[src/rtl/fft_channel_arbiter.sv]
// Round-robin arbiter sharing one FFT core between the left and right frame buffers.
// Define FFTARB_TIMEOUT_EN to include the RUN-state watchdog and the err_o pulse.
module fft_channel_arbiter #(
  parameter int unsigned SETUP_CYCLES = 2,
  parameter int unsigned bw_tmo       = 16,
  parameter int unsigned TMO_CYCLES   = 40000
) (
  input  logic       clk_i,
  input  logic       rst_ni,
  input  logic       enable_i,
  input  logic [1:0] req_i,
  input  logic       fft_done_i,
  output logic       fft_start_o,
  output logic       ch_sel_o,
  output logic       cgate_o,
  output logic [1:0] ack_o,
  output logic       busy_o,
  output logic       err_o
);

  typedef enum logic [2:0] {StIdle, StSetup, StStart, StRun, StRelease} state_e;

  state_e     state_q, state_d;
  logic       fft_start_q, fft_start_d;
  logic       ch_sel_q, ch_sel_d;
  logic       cgate_q, cgate_d;
  logic [1:0] ack_q, ack_d;
  logic       busy_q, busy_d;
  logic       last_ch_q, last_ch_d;
  logic [3:0] setup_cnt_q, setup_cnt_d;
  logic       grant_ch;

`ifdef FFTARB_TIMEOUT_EN
  logic [bw_tmo-1:0] wd_q, wd_d;
  logic              err_q, err_d;
  logic              tmo_hit;

  // Expire on the edge where the watchdog would step to TMO_CYCLES-1.
  assign tmo_hit = (wd_q == bw_tmo'(TMO_CYCLES - 2));
  assign err_o   = err_q;
`else
  assign err_o   = 1'b0;
`endif

  // Single requester wins outright; a tie goes to the channel not served last.
  assign grant_ch = req_i[0] ? (req_i[1] & ~last_ch_q) : 1'b1;

  always_comb begin
    state_d     = state_q;
    fft_start_d = fft_start_q;
    ch_sel_d    = ch_sel_q;
    cgate_d     = cgate_q;
    ack_d       = ack_q;
    busy_d      = busy_q;
    last_ch_d   = last_ch_q;
    setup_cnt_d = setup_cnt_q;
`ifdef FFTARB_TIMEOUT_EN
    wd_d        = wd_q;
    err_d       = err_q;
`endif
    unique case (state_q)
      StIdle: begin
        if (enable_i && (req_i != 2'b00)) begin
          ch_sel_d    = grant_ch;
          busy_d      = 1'b1;
          cgate_d     = 1'b0;
          setup_cnt_d = 4'd0;
          state_d     = StSetup;
        end
      end
      StSetup: begin
        if (setup_cnt_q == 4'(SETUP_CYCLES - 1)) begin
          fft_start_d = 1'b1;
          state_d     = StStart;
        end else begin
          setup_cnt_d = setup_cnt_q + 4'd1;
        end
      end
      StStart: begin
        fft_start_d = 1'b0;
`ifdef FFTARB_TIMEOUT_EN
        wd_d        = '0;
`endif
        state_d     = StRun;
      end
      StRun: begin
        if (fft_done_i) begin
          ack_d   = ch_sel_q ? 2'b10 : 2'b01;
          cgate_d = 1'b1;
          state_d = StRelease;
        end
`ifdef FFTARB_TIMEOUT_EN
        else if (tmo_hit) begin
          ack_d   = ch_sel_q ? 2'b10 : 2'b01;
          cgate_d = 1'b1;
          err_d   = 1'b1;
          state_d = StRelease;
        end else begin
          wd_d = wd_q + bw_tmo'(1);
        end
`endif
      end
      StRelease: begin
        ack_d     = 2'b00;
        busy_d    = 1'b0;
        last_ch_d = ch_sel_q;
`ifdef FFTARB_TIMEOUT_EN
        err_d     = 1'b0;
`endif
        state_d   = StIdle;
      end
      default: state_d = StIdle;
    endcase
  end

  always_ff @(posedge clk_i or negedge rst_ni) begin
    if (!rst_ni) begin
      state_q     <= StIdle;
      fft_start_q <= 1'b0;
      ch_sel_q    <= 1'b0;
      cgate_q     <= 1'b1;
      ack_q       <= 2'b00;
      busy_q      <= 1'b0;
      last_ch_q   <= 1'b1;
      setup_cnt_q <= 4'd0;
`ifdef FFTARB_TIMEOUT_EN
      wd_q        <= '0;
      err_q       <= 1'b0;
`endif
    end else begin
      state_q     <= state_d;
      fft_start_q <= fft_start_d;
      ch_sel_q    <= ch_sel_d;
      cgate_q     <= cgate_d;
      ack_q       <= ack_d;
      busy_q      <= busy_d;
      last_ch_q   <= last_ch_d;
      setup_cnt_q <= setup_cnt_d;
`ifdef FFTARB_TIMEOUT_EN
      wd_q        <= wd_d;
      err_q       <= err_d;
`endif
    end
  end

  assign fft_start_o = fft_start_q;
  assign ch_sel_o    = ch_sel_q;
  assign cgate_o     = cgate_q;
  assign ack_o       = ack_q;
  assign busy_o      = busy_q;

endmodule

[config.mk]
export PLATFORM = sky130hd
export DESIGN_NAME = fft_channel_arbiter
export DESIGN_NICKNAME = d
export VERILOG_FILES = /design/src/rtl/fft_channel_arbiter.sv
export SDC_FILE = /design/constraint.sdc
export NUM_CORES = 1
export LEC_CHECK = 0
export ABC_CLOCK_PERIOD_IN_PS = 1300
export CAP_MARGIN = 30
export CORE_MARGIN = 2
export CORE_UTILIZATION = 40
export CTS_BUF_LIST = sky130_fd_sc_hd__clkbuf_8
export DETAILED_ROUTE_END_ITERATION = 10
export PLACE_DENSITY = 0.73
export SKIP_LAST_GASP = 1
export SLEW_MARGIN = 15
export SYNTH_ARGS = -nofsm -noshare
export SYNTH_HDL_FRONTEND = slang
export SYNTH_SLANG_ARGS = --single-unit
[constraint.sdc]
create_clock -name clk_i -period 1.3 [get_ports clk_i]
set_input_delay 0.195 -clock clk_i [delete_from_list [all_inputs] [get_ports clk_i]]
set_output_delay 0.195 -clock clk_i [all_outputs]
set_load 0.01 [all_outputs]
Yosys cells after proc, flatten, opt, wreduce, memory -nomap -nowiden --
Index checks and enable logic that the tools add are counted.
Storage, ports and cells: register bits 14, bits in latches 0, RAM bits 0, ROM bits 0, input port bits 6, output and inout bits 7, logic and storage cells 53, memories kept 0
Cells by class: add/subtract/negate cells 1, multiply operators 0, divide/modulo/power cells 0, $lt $le $gt $ge 0, eq/ne operators 9, shift-type cells 0, muxes and demuxes 18, bitwise logic cells 2, reductions and logical operators 15
Operators by type and width (count):
- 3-bit one-hot mux with 4 select lines | 1
- 2-bit nonzero test | 6
- 3-bit two-way mux | 3
- 3-bit AND reduction | 3
- 4-bit two-way mux | 2
- 2-bit != test, second input constant | 4
- 4-bit one-hot mux with 2 select lines | 1
- 2-bit AND reduction | 4
- 3-bit by 2-bit equality test with 1-bit output, second input constant | 2
- 1-bit one-hot mux with 2 select lines | 3
- 1-bit two-way mux | 5
- 4-bit by 1-bit adder with 4-bit output, second input constant | 1
- 4-bit by 1-bit equality test with 1-bit output, second input constant | 1
- 2-bit two-way mux | 2
- 2-bit one-hot mux with 2 select lines | 1
- 3-bit by 1-bit equality test with 1-bit output, second input constant | 1
- 3-bit equality test, second input constant | 1
- 3-bit zero test | 1
- 1-bit bitwise AND | 1
- 1-bit logical AND | 1
- 1-bit NOT | 1

Depth between registers and ports, before layout --
word-level depth 4, gate-level depth with buffers 5, gate-level depth less buffers 5

Least setup slack after synthesis --
OpenSTA, ideal clock, no wires.
path type flip-flop to flip-flop, from register state_q[0], to register ch_sel_q (netlist: ch_sel_o), library setup time 0.125 ns, arrival 1.288 ns, required time 1.175 ns, slack -0.113 ns, cell stages (with the launch flop) 4, buffers on the path 0, period minus slack after synthesis 1.413 ns, path through dfrtp_1 or3_4 or2_4 mux2_4
On the way: word-level cells in the longest chain between the ends 2
RTL lines:
- start: declaration | RTL line 23 | state_e state_q, state_d;
- start signal: assignment | RTL line 118 | state_q <= StIdle;
- start signal: assignment | RTL line 131 | state_q <= state_d;
- 3-bit zero test | RTL line 61 | unique case (state_q)
- 2-bit AND reduction (no source line)
- end signal: assignment | RTL line 133 | ch_sel_q <= ch_sel_d;
- end: declaration | RTL line 25 | logic ch_sel_q, ch_sel_d;
No other way between the ends. A chain may end at the register's enable or synchronous reset.

Worst setup path after layout --
from register state_q[1], to register ch_sel_q (netlist: ch_sel_o)
Same word-level chain as after synthesis.

==> results.toml <==
[critical_path]
path_buf_inv = 0
crit_arrival_ns = 1.59
cp-end-kind = "register"
cp-startpoint = "state_q[1]"
startpoint_type = "register"
reg2reg_from = "state_q[1]"
required_ns = 1.44
cp_max_fo = 3
critPathTopFamily = "simple AND/OR/NAND/NOR gates"
slowest_stage = "dfrtp_1"
critPathKind = "reg2reg"
max_stage_delay_ns = 0.40
cp_cell_sequence = "or3_4 -> or2_4 -> mux2_4"

[sta]
hold_viol = 0
fin_crit_ns = 1.45
skew_ns = 0.00507
rsz0062_at_grt = "true"
setup_viol = 5
hold_slack_ns = 0.248
setup_ws_ns = -0.152
fin_crit_sh = 1.12
slew_violations = 0
fmaxAchievable_mhz = 689

[placement]
placed_area_um2 = 926
dp_hpwl_um = 1040
finalWeightedCongestion = 0.721
dpl_worst_slack_ns = -0.167
io_buffer_count = 11
dpl.cell_count = 110

[global_routing]
grt.total_usage = 0.165
antenna_found_initial = 0
overflow = 0
grt_pass1_wl_um = 2410
grt_max_degree = 15
grt_pass1_vias = 541

[die]
core_um2 = 1710
die-width_um = 46.6
start_util = 0.424
die_y_um = 46.6
die_area_um2 = 2170
placement_rows = 15
top_level_ports = 13

[synthesis]
yosys-top-cells-area = "dfrtp_1 41%, dfstp_2 7.3%, ha_1 3.5%, nor3_1 2.1%, o21ai_0 2.1%"
yosys.area_share.simple = 0.216
synth_xor_area_frac = 0.0121
synth_compound_area_frac = 0.149
synth_area_per_cell_um2 = 10.8
ys_seq_elements = 14
syn_inst = 67
synth.distinct_cells = 39
syn-cell-area_um2 = 724
ys_seq_area_frac = 0.487
yosysTopAreaCell = "dfrtp_1"
syn-num-nets = 75
synth.top_cell.area_share = 0.415
ys_warn_count = 0
synthAdderAreaFrac = 0.0345
synth_mux_area_frac = 0.0501
synth_top_family_by_area = "simple AND/OR/NAND/NOR gates"

[clock_network]
cts_buffers = 3
cts_tree = "built"
root_buffer = "clkbuf_8"
clk_path_buf_depth = 2
clkTransAtPathRegs_ns = 0.06
cts.sinks = 14
htree_levels = 1
clock_latency_ns = 0.25

[pwr]
power_density_nw_per_um2 = 2390
cellLeakagePower_nw = 0.471
ir_worst_vdd_mv = 1.49

[drt]
wl_per_cell_um = 13.4
ant_nets = 0
totalWireLength_um = 1560
drt_first_pass_iters = 2
drc = 0
vias = 587
vias_per_cell = 5.02
drtIter0Drc = 2

[final_layout]
syn_to_final_growth_pct = 43.9
final_cell_mix = "12 x dfrtp_1, 10 x buf_4, 6 x dlygate4sd2_1"
finalNonFillerCells = 117
drive_gt1_frac = 0.337
nets = 101
antenna-diode-count = 0
stdcell_area_um2 = 1040
layout_commonest_cell = "dfrtp_1"

[outcome]
outcome = "finished with violations"
violations = "negative setup slack"

[hold_path]
hold_class = "in2async"

[run]
maxCapViolations = 0
[repair_timing]
item | CTS | global route
resized for setup | 13 | 5
pin swaps | 3 | 2
hold buffers | 0 | 0
setup buffers | 2 | 1
endpoints found under the setup margin | 11 | 7
[layout make-up]
| type | instances | area, um^2 |
|---|---|---|
| Fill cell | 135 | 666 |
| Sequential cell | 14 | 353 |
| Multi-Input combinational cell | 46 | 369 |
| Clock buffer | 4 | 55.1 |
| Tap cell | 25 | 31.3 |
| Inverter | 3 | 11.3 |
| Timing Repair Buffer | 25 | 223 |
[cell families after synthesis]
kind of cell / Yosys count
AND/OR/NAND/NOR: 23
AO/OA/AOI/OAI: 16
flip-flops: 14
buffers and inverters: 7
multiplexers: 3
adder cells (fa/ha/maj): 2
other: 1
XOR/XNOR: 1
[where the power goes]
part	switching [mW]	internal, mW	leakage [nW]
Combinational	0.554	0.717	0.274
Sequential	0.140	0.646	0.168
Clock	0.168	0.269	0.0288
[layer usage]
layer	routed length, um	global-route usage	vias to the layer above
met1	724	0.219	281
met2	757	0.250	14
met5	0	0	-
met4	20	0.0686	0
li1	-	-	290
met3	61	0.0471	2
[sequential cells by signal, summed over array words and instances, names as in the netlist]
name,cells
ack_o,2
setup_cnt_q,4
last_ch_q,1
busy_o,1
cgate_o,1
fft_start_o,1
state_q,3
ch_sel_o,1
[through the flow]
| stage | utilization | total power, mW | setup TNS [ns] |
|---|---|---|---|
| floorplan | - | 1.44 | -0.152 |
| global placement | 0.542 | 1.87 | -0.412 |
| CTS | 0.597 | 2.42 | -0.358 |
| detailed placement | 0.542 | 1.91 | -0.575 |
| global route | 0.610 | 2.65 | -0.764 |
| finish | 0.610 | 2.49 | -0.602 |
[final timing paths]
check,endpoint,slack [ns],depth (start not counted)
setup / recovery,ch_sel_o,-0.15,3
max in group asynchronous,cgate_o,0.81,2
hold / removal,busy_o,0.25,2
hold reg to reg,fft_start_o,0.49,2
min in group clk_i,fft_start_o,0.49,2
setup reg to reg,ch_sel_o,-0.15,3
[worst register-to-register path, cell delays in order, from the launching register on]
cell and delay [ns]:
dfrtp_1 0.40, or3_4 0.39, or2_4 0.25, mux2_4 0.30
[synth_stat cells]
master     instances
a211oi_1           1
a21o_1             1
a21oi_1            2
a221oi_1           1
a22oi_1            1
a31o_1             1
and3b_1            1
and4b_1            1
buf_2              2
buf_4              1
clkbuf_2           1
conb_1             1
dfrtp_1           12
dfstp_2            2
ha_1               2
inv_1              3
mux2_2             1
mux2_4             1
mux2i_1            1
nand2_1            3
nand2b_1           1
nand3_1            1
nand3b_1           1
nand4bb_1          1
nor2_1             4
nor2b_1            1
nor3_1             3
nor3b_1            1
nor4b_2            1
o211ai_1           1
o21a_1             2
o21ai_0            3
o22ai_1            2
o31ai_1            1
or2_0              1
or2_4              1
or3_4              1
or3b_4             1
xor2_1             1
No activity file was read; power rests on OpenSTA's default activity.
